===== src/rtl/calc_display_pkg.sv =====
// rtl/calc_display_pkg.sv - segment patterns and scan FSM encoding shared by the display path
package calc_display_pkg;

    localparam logic [6:0] SEG_0     = 7'b1000000;
    localparam logic [6:0] SEG_1     = 7'b1111001;
    localparam logic [6:0] SEG_2     = 7'b0100100;
    localparam logic [6:0] SEG_3     = 7'b0110000;
    localparam logic [6:0] SEG_4     = 7'b0011001;
    localparam logic [6:0] SEG_5     = 7'b0010010;
    localparam logic [6:0] SEG_6     = 7'b0000010;
    localparam logic [6:0] SEG_7     = 7'b1111000;
    localparam logic [6:0] SEG_8     = 7'b0000000;
    localparam logic [6:0] SEG_9     = 7'b0010000;
    localparam logic [6:0] SEG_DASH  = 7'b0111111;
    localparam logic [6:0] SEG_BLANK = 7'b1111111;
    localparam logic [3:0] AN_OFF    = 4'b1111;

    typedef enum logic {
        ST_IDLE = 1'b0,
        ST_SCAN = 1'b1
    } state_t;

endpackage


===== src/rtl/bcd_to_7seg.sv =====
// rtl/bcd_to_7seg.sv - combinational BCD nibble to active-low {g,f,e,d,c,b,a} decoder
module bcd_to_7seg
    import calc_display_pkg::*;
(
    input  logic [3:0] i_nibble,
    input  logic       i_blank,
    output logic [6:0] o_seg
);

    always_comb begin
        o_seg = SEG_DASH;
        if (i_blank) begin
            o_seg = SEG_BLANK;
        end else begin
            case (i_nibble)
                4'd0:    o_seg = SEG_0;
                4'd1:    o_seg = SEG_1;
                4'd2:    o_seg = SEG_2;
                4'd3:    o_seg = SEG_3;
                4'd4:    o_seg = SEG_4;
                4'd5:    o_seg = SEG_5;
                4'd6:    o_seg = SEG_6;
                4'd7:    o_seg = SEG_7;
                4'd8:    o_seg = SEG_8;
                4'd9:    o_seg = SEG_9;
                default: o_seg = SEG_DASH;
            endcase
        end
    end

endmodule


===== src/rtl/display_bcd_scan.sv =====
// rtl/display_bcd_scan.sv - latches BCD on DONE_IN rise and scans four 7-seg digits; LEADING_ZERO_BLANK_EN blanks leading zeros
module display_bcd_scan
    import calc_display_pkg::*;
#(
    parameter int PRESCALE = 50000
)
(
    input  logic        CLK,
    input  logic        RST_N,
    input  logic [15:0] BCD_IN,
    input  logic        DONE_IN,
    output logic [6:0]  SEG,
    output logic [3:0]  AN,
    output logic        LATCHED
);

    localparam int             PW         = $clog2(PRESCALE);
    localparam logic [PW-1:0]  PRESC_LAST = PW'(PRESCALE - 1);

    state_t         r_state;
    logic           r_done_q;
    logic [15:0]    r_disp;
    logic [PW-1:0]  r_presc;
    logic [1:0]     r_idx;
    logic           r_latched;
    logic [6:0]     r_seg;
    logic [3:0]     r_an;

    logic           w_edge;
    logic           w_tick;
    logic [3:0]     w_nibble;
    logic           w_blank;
    logic [6:0]     w_seg;

    assign w_edge  = DONE_IN & ~r_done_q;
    assign w_tick  = (r_presc == PRESC_LAST);
    assign SEG     = r_seg;
    assign AN      = r_an;
    assign LATCHED = r_latched;

    always_comb begin
        w_nibble = r_disp[3:0];
        case (r_idx)
            2'd0: w_nibble = r_disp[3:0];
            2'd1: w_nibble = r_disp[7:4];
            2'd2: w_nibble = r_disp[11:8];
            2'd3: w_nibble = r_disp[15:12];
        endcase
    end

`ifdef LEADING_ZERO_BLANK_EN
    // A digit is blanked when it and every digit above it are zero; units never blank.
    always_comb begin
        w_blank = 1'b0;
        case (r_idx)
            2'd1:    w_blank = (r_disp[15:4] == 12'h000);
            2'd2:    w_blank = (r_disp[15:8] == 8'h00);
            2'd3:    w_blank = (r_disp[15:12] == 4'h0);
            default: w_blank = 1'b0;
        endcase
    end
`else
    assign w_blank = 1'b0;
`endif

    bcd_to_7seg u_dec (
        .i_nibble (w_nibble),
        .i_blank  (w_blank),
        .o_seg    (w_seg)
    );

    always_ff @(posedge CLK or negedge RST_N) begin
        if (!RST_N) begin
            r_state   <= ST_IDLE;
            r_done_q  <= 1'b0;
            r_disp    <= 16'h0000;
            r_presc   <= '0;
            r_idx     <= 2'd0;
            r_latched <= 1'b0;
            r_seg     <= SEG_BLANK;
            r_an      <= AN_OFF;
        end else begin
            r_done_q  <= DONE_IN;
            r_latched <= w_edge;
            if (w_edge) begin
                r_disp <= BCD_IN;
            end
            case (r_state)
                ST_IDLE: begin
                    r_an  <= AN_OFF;
                    r_seg <= SEG_BLANK;
                    if (w_edge) begin
                        r_state <= ST_SCAN;
                        r_presc <= '0;
                        r_idx   <= 2'd0;
                    end
                end
                ST_SCAN: begin
                    // Outputs follow the index one cycle later; captures never disturb the scan timing.
                    r_an  <= ~(4'b0001 << r_idx);
                    r_seg <= w_seg;
                    if (w_tick) begin
                        r_presc <= '0;
                        r_idx   <= r_idx + 2'd1;
                    end else begin
                        r_presc <= r_presc + PW'(1);
                    end
                end
            endcase
        end
    end

endmodule


===== config.mk =====
export PLATFORM = sky130hd
export DESIGN_NAME = display_bcd_scan
export DESIGN_NICKNAME = d
export VERILOG_FILES = /design/src/rtl/calc_display_pkg.sv /design/src/rtl/bcd_to_7seg.sv /design/src/rtl/display_bcd_scan.sv
export SDC_FILE = /design/constraint.sdc
export NUM_CORES = 1
export LEC_CHECK = 0
export BUFFER_PORTS_ARGS = -buffer_cell sky130_fd_sc_hd__buf_4
export CORE_ASPECT_RATIO = 1.2
export CORE_MARGIN = 2
export CORE_UTILIZATION = 38
export DETAILED_ROUTE_END_ITERATION = 16
export PLACE_DENSITY = 0.67
export RECOVER_POWER = 50
export SYNTH_ARGS = -nofsm -noshare
export SYNTH_HDL_FRONTEND = slang
export SYNTH_SLANG_ARGS = --single-unit
export TNS_END_PERCENT = 100

===== constraint.sdc =====
create_clock -name CLK -period 2.7 [get_ports CLK]
set_input_delay 0.54 -clock CLK [delete_from_list [all_inputs] [get_ports CLK]]
set_output_delay 0.54 -clock CLK [all_outputs]
set_load 0.02 [all_outputs]

==> results of run 1 <==
[cell families (layout without fill, tap and decap cells)]
group | count (synthesis) | in the layout
multiplexers | 20 | 20
adder cells (fa/ha/maj) | 9 | 9
AO/OA/AOI/OAI | 52 | 52
buffers and inverters | 27 | 58
flip-flops | 48 | 48
AND/OR/NAND/NOR | 69 | 69
[sequential cells by signal, summed over array words and instances, names as in the netlist]
name and cells:
r_state 1, r_idx 2, r_disp 16, r_done_q 1, r_presc 16, SEG 7
LATCHED 1, AN 4
[metal layers]
metal	routed length, um	vias to the layer above	GRT usage (%)
met4	106	0	5.61
met2	2490	48	26.4
met5	0	-	0
li1	-	884	-
met1	2280	923	19.7
met3	233	8	2.80
[worst paths after layout]
check                      startpoint     endpoint  slack [ns]  cells after the start
min in group asynchronous       RST_N   r_presc[6]        0.44                      1
max in group asynchronous       RST_N  r_presc[15]        1.51                      1
max reg2reg                  r_idx[1]       SEG[0]        0.37                      6
max                          r_idx[1]       SEG[0]        0.37                      6
min reg2reg                 r_disp[9]    r_disp[9]        0.52                      1
min                           DONE_IN     r_done_q        0.37                      1
[synthesized netlist by cell type (2+ instances only)]
cell type  instances
dfrtp_1           37
nand2_1           24
o21ai_0           18
inv_1             16
mux2_2            13
nand3_1           13
dfstp_2           11
ha_1               9
clkbuf_1           7
a21oi_1            6
mux2i_1            6
nor2_1             6
a222oi_1           4
a31oi_1            4
and3_1             4
nor4_1             4
a21o_1             3
nand4_1            3
or4_1              3
a211oi_1           2
a41oi_1            2
buf_2              2
nor3_1             2
nor3b_1            2
o211ai_1           2
or3_1              2
[power by group through the flow]
stage | clock network (mW) | registers [mW] | logic, mW
6_report | 0.439 | 1.10 | 0.683
5_1_grt | 0.478 | 1.12 | 0.757
4_1_cts | 0.450 | 1.09 | 0.692
3_5_place_dp | 0 | 1.11 | 0.685
3_3_place_gp | 0 | 1.10 | 0.665
2_1_floorplan | 0 | 1.14 | 0.409
[area by class of cell]
class	instances	area (um2)	share of cell area, %
Timing Repair Buffer	34	249	9.01
Inverter	16	60.1	2.17
Multi-Input combinational cell	150	1040	37.8
Clock buffer	5	68.8	2.49
Sequential cell	48	1210	44.0
Tap cell	82	103	3.71
Clock inverter	3	23.8	0.860
[stage by stage]
| step | instance area (um2) | setup slack (ns) | hold WS [ns] | util [%] | cells |
|---|---|---|---|---|---|
| CTS | 2770 | 0.363 | 0.263 | 46.1 | 338 |
| global placement | 2680 | 0.596 | 0.500 | 44.5 | 330 |
| global route | 2760 | 0.223 | 0.358 | 46.0 | 338 |
| detailed placement | 2680 | 0.410 | 0.506 | 44.5 | 330 |
| finish | 2760 | 0.374 | 0.368 | 46.0 | 338 |
| floorplan | 2370 | 0.632 | 0.244 | - | 225 |
==> impl_metrics.env, run 1 <==
export IMPL_ys_seq_elements=48
export IMPL_syn_to_final_growth_pct=16.8
export IMPL_synth_edf_count=0
export IMPL_swShare_pct=35.5
export IMPL_routed_wl_um=5110
export IMPL_ys_warn_count=0
export IMPL_ir_drop_uv=409
export IMPL_slew_headroom_pct=20.8
export IMPL_synth_top_family_by_area="simple AND/OR/NAND/NOR gates"
export IMPL_synth_xor_area_share_pct=0
export IMPL_setup_violations=0
export IMPL_fin_crit_sh_pct=86.1
export IMPL_portBuffers=30
export IMPL_wl_per_cell_um=15.1
export IMPL_drt_iter0_markers=105
export IMPL_crit_type="register to register"
export IMPL_synth_mux_area_share_pct=9.30
export IMPL_grt_max_degree=49
export IMPL_core_mm2=0.00601
export IMPL_worstPathRequired_ns=2.94
export IMPL_p_sw_mw=0.787
export IMPL_pwr_share_seq_pct=49.4
export IMPL_start_util_pct=39.4
export IMPL_outcome="complete, no violations"
export IMPL_max_freq_ghz=0.430
export IMPL_grt_ovfl_total=0
export IMPL_cts_inserted_buffers=5
export IMPL_first_pass_iters=4
export IMPL_fin_tns_setup_ns=0
export IMPL_drc=0
export IMPL_yosysTopAreaCell="dfrtp_1"
export IMPL_fill_cells=603
export IMPL_syn_area_per_cell_um2=10.5
export IMPL_final_common_cell="dfrtp_1"
export IMPL_final_layout_size_suffix_gt1_share_pct=26.6
export IMPL_layout_common_cells="dfrtp_1, buf_4, nand2_1"
export IMPL_clk_pin_slew_ns=0.09
export IMPL_die_x_um=76.1
export IMPL_synthAdderAreaFrac_pct=4.76
export IMPL_die_h_um=90.5
export IMPL_cts_sinks=48
export IMPL_postSynthCellCount=225
export IMPL_layout_min_cycle_time_ns=2.33
export IMPL_htree_levels=2
export IMPL_viasPerCell=5.51
export IMPL_cts_resized=0
export IMPL_slowest_delay_ns=0.60
export IMPL_antenna_cells=0
export IMPL_clock_latency_ns=0.31
export IMPL_path_max_fanout=11
export IMPL_root_buffer="clkbuf_8"
export IMPL_power_total_mw=2.22
export IMPL_antenna_found_initial=0
export IMPL_grt_pass1_vias=1754
export IMPL_netlist_area_leader_share_pct=39.1
export IMPL_nets=283
export IMPL_critPathLaunchType="register"
export IMPL_cts_tree="done"
export IMPL_syn_num_nets=253
export IMPL_cp_slowest_cell="or4b_4"
export IMPL_path_buf_inv=1
export IMPL_netlist_area_mm2=0.00237
export IMPL_share_comb_of_total_power_pct=30.8
export IMPL_ant_nets=0
export IMPL_cts_setup_buffers=0
export IMPL_io_pins=31
export IMPL_yosysUniqueCellTypes=46
export IMPL_rsz0062_at_grt="no"
export IMPL_dp_hpwl_um=3710
export IMPL_clock_skew_ns=0.00792
export IMPL_synthTopCellsByArea="dfrtp_1, dfstp_2, mux2_2"
export IMPL_floorplan_rows=31
export IMPL_pwr_share_clk_pct=19.8
export IMPL_gp_congestion=0.797
export IMPL_yosysSeqAreaShare_pct=51.3
export IMPL_arrival_ns=2.57
export IMPL_cts_buffer_depth=2
export IMPL_postCtsHoldBufs=0
export IMPL_hp_class="primary input to register"
export IMPL_worstSetupEndpointType="register"
export IMPL_synthSimpleGateAreaFrac_pct=15.5
export IMPL_async_reset_ff_share_pct=100
export IMPL_grt_pass1_wl_um=8640
export IMPL_grt_use_total_pct=15.5
export IMPL_power_density_mw_per_mm2=803
export IMPL_max_cap_violations=0
export IMPL_hold_viol=0
export IMPL_synth_ff_type="dfrtp_1"
export IMPL_intPower_mw=1.43
export IMPL_synth_compound_gate_area_share_pct=14.5
export IMPL_cp_top_family="simple AND/OR/NAND/NOR gates"
export IMPL_die_area_mm2=0.00688
export IMPL_path_cells="inv_1, ha_1, a222oi_1, mux2i_1, or4b_4, nand3_1"
export IMPL_worst_pin_slew_ns=1.19
export IMPL_vias=1863
export IMPL_slew_violations=0
export IMPL_p_leak_nw=1.23
Power figures use the tool's default switching activity.
==> run 2, diff against run 1 <==
--- a/config.mk
+++ b/config.mk
@@ -7,8 +7,8 @@
 export LEC_CHECK = 0
 export BUFFER_PORTS_ARGS = -buffer_cell sky130_fd_sc_hd__buf_4
 export CORE_ASPECT_RATIO = 1.2
-export CORE_MARGIN = 2
 export CORE_UTILIZATION = 38
+export CTS_BUF_LIST = sky130_fd_sc_hd__clkbuf_2
 export DETAILED_ROUTE_END_ITERATION = 16
 export PLACE_DENSITY = 0.67
 export RECOVER_POWER = 50
==> run 2 against run 1 <==
Effect of this change:
- via count shrank 0.81%
- clock skew is 0.016 ns higher
- highest routed layer unchanged
- power down 1.9%
- largest power group unchanged
- design area shrank 0.72%
==> impl_metrics.env, run 2 (synthesis results as in run 1) <==
export IMPL_outcome="complete, no violations"
export IMPL_viasPerCell=5.47
export IMPL_worstPathRequired_ns=3.08
export IMPL_critPathLaunchType="register"
export IMPL_power_density_mw_per_mm2=794
export IMPL_routed_wl_um=4960
export IMPL_die_x_um=74.1
export IMPL_fin_crit_sh_pct=85.7
export IMPL_drc=0
export IMPL_floorplan_rows=31
export IMPL_fin_area_mm2=0.00274
export IMPL_wl_per_cell_um=14.7
export IMPL_setup_slack_ns=0.387
export IMPL_cts_resized=0
export IMPL_gp_congestion=0.814
export IMPL_root_buffer="clkbuf_2"
export IMPL_layout_common_cells="dfrtp_1, buf_4, nand2_1"
export IMPL_hold_viol=0
export IMPL_cts_inserted_buffers=5
export IMPL_cts_buffer_depth=2
export IMPL_ant_nets=0
export IMPL_antenna_found_initial=0
export IMPL_dp_slack_ns=0.437
export IMPL_vias=1848
export IMPL_p_leak_nw=1.23
export IMPL_cts_sinks=48
export IMPL_fill_cells=589
export IMPL_grt_pass1_vias=1712
export IMPL_rr_startpoint="r_idx[1]"
export IMPL_cts_tree="done"
export IMPL_htree_levels=2
export IMPL_grt_pass1_wl_um=8430
export IMPL_final_layout_size_suffix_gt1_share_pct=26.6
export IMPL_syn_to_final_growth_pct=15.9
export IMPL_setup_violations=0
export IMPL_grt_use_total_pct=17.1
export IMPL_multi_input_area_mm2=0.00104
export IMPL_worstSetupStartpoint="r_idx[1]"
export IMPL_first_pass_iters=4
export IMPL_reg2reg_depth=6
export IMPL_final_common_cell="dfrtp_1"
export IMPL_hp_class="primary input to register"
export IMPL_final_util_pct=45.6
export IMPL_slew_headroom_pct=21.8
export IMPL_path_max_fanout=11
export IMPL_grt_max_degree=49
export IMPL_dp_hpwl_um=3630
export IMPL_grt_ovfl_total=0
export IMPL_clk_pin_slew_ns=0.26
export IMPL_worst_pin_slew_ns=1.17
export IMPL_nets=283
export IMPL_clock_latency_ns=0.43
export IMPL_ir_drop_uv=313
export IMPL_layout_min_cycle_time_ns=2.31
export IMPL_worstSetupEndpointType="register"
export IMPL_arrival_ns=2.70
export IMPL_start_util_pct=39.4
export IMPL_fin_tns_setup_ns=0
export IMPL_portBuffers=30
export IMPL_regArea_mm2=0.00121
export IMPL_die_h_um=88.5
export IMPL_postCtsHoldBufs=0
export IMPL_clock_skew_ns=0.0238
export IMPL_placed_area_mm2=0.00268
export IMPL_r2r_end="SEG[3]"
export IMPL_max_freq_ghz=0.432
export IMPL_crit_type="register to register"
export IMPL_core_mm2=0.00601
export IMPL_antenna_cells=0
export IMPL_slew_violations=0
export IMPL_max_cap_violations=0
export IMPL_endpoint="SEG[3]"
export IMPL_r2r_slack_ns=0.39
export IMPL_io_pins=31
export IMPL_rsz0062_at_grt="no"
export IMPL_cts_setup_buffers=0
export IMPL_drt_iter0_markers=91
export IMPL_die_area_mm2=0.00655
## run 2: worst min path at each step
stage	cells after the start	endpoint	slack, ns	from
final	1	r_done_q	0.24	DONE_IN
after global routing	1	r_done_q	0.18	DONE_IN
after CTS	1	r_idx[1]	0.06	RST_N
after detailed placement	1	r_disp[13]	0.51	r_disp[13]
after global placement	1	r_disp[13]	0.50	r_disp[13]
after floorplan	0	LATCHED	0.24	RST_N
## run 2: per-stage QoR
stage / hold slack, ns / std cells / total power, mW
2_1_floorplan: 0.244 / 225 / 1.55
3_3_place_gp: 0.499 / 330 / 1.76
3_5_place_dp: 0.510 / 330 / 1.80
4_1_cts: 0.0604 / 338 / 2.20
5_1_grt: 0.183 / 338 / 2.32
6_report: 0.243 / 338 / 2.18
## run 2: final cells by class
cell class | instances | share of cell area, %
clock buffer | 5 | 0.912
clock inverter | 3 | 1.73
inverter | 16 | 2.19
multi-input combinational | 150 | 38.1
sequential | 48 | 44.3
tap | 82 | 3.74
timing repair buffer | 34 | 9.07
## run 2: worst max-delay path: stages, from the launching register on
cell and delay, ns:
dfrtp_1 0.48, inv_1 0.10, ha_1 0.25, a222oi_1 0.40
mux2i_1 0.34, or4b_4 0.60, nand3_1 0.09
## run 2: where the power goes
group / total [mW] / internal (mW) / switching, mW
Sequential: 1.10 / 0.938 / 0.160
Clock: 0.399 / 0.160 / 0.239
Combinational: 0.680 / 0.309 / 0.371
## run 2: routing by layer
metal | global-route usage [%] | share of wire [%]
met3 | 3.64 | 4.7
met1 | 22.5 | 45
met2 | 26.9 | 49
met5 | 0 | 0
met4 | 7.34 | 1.8
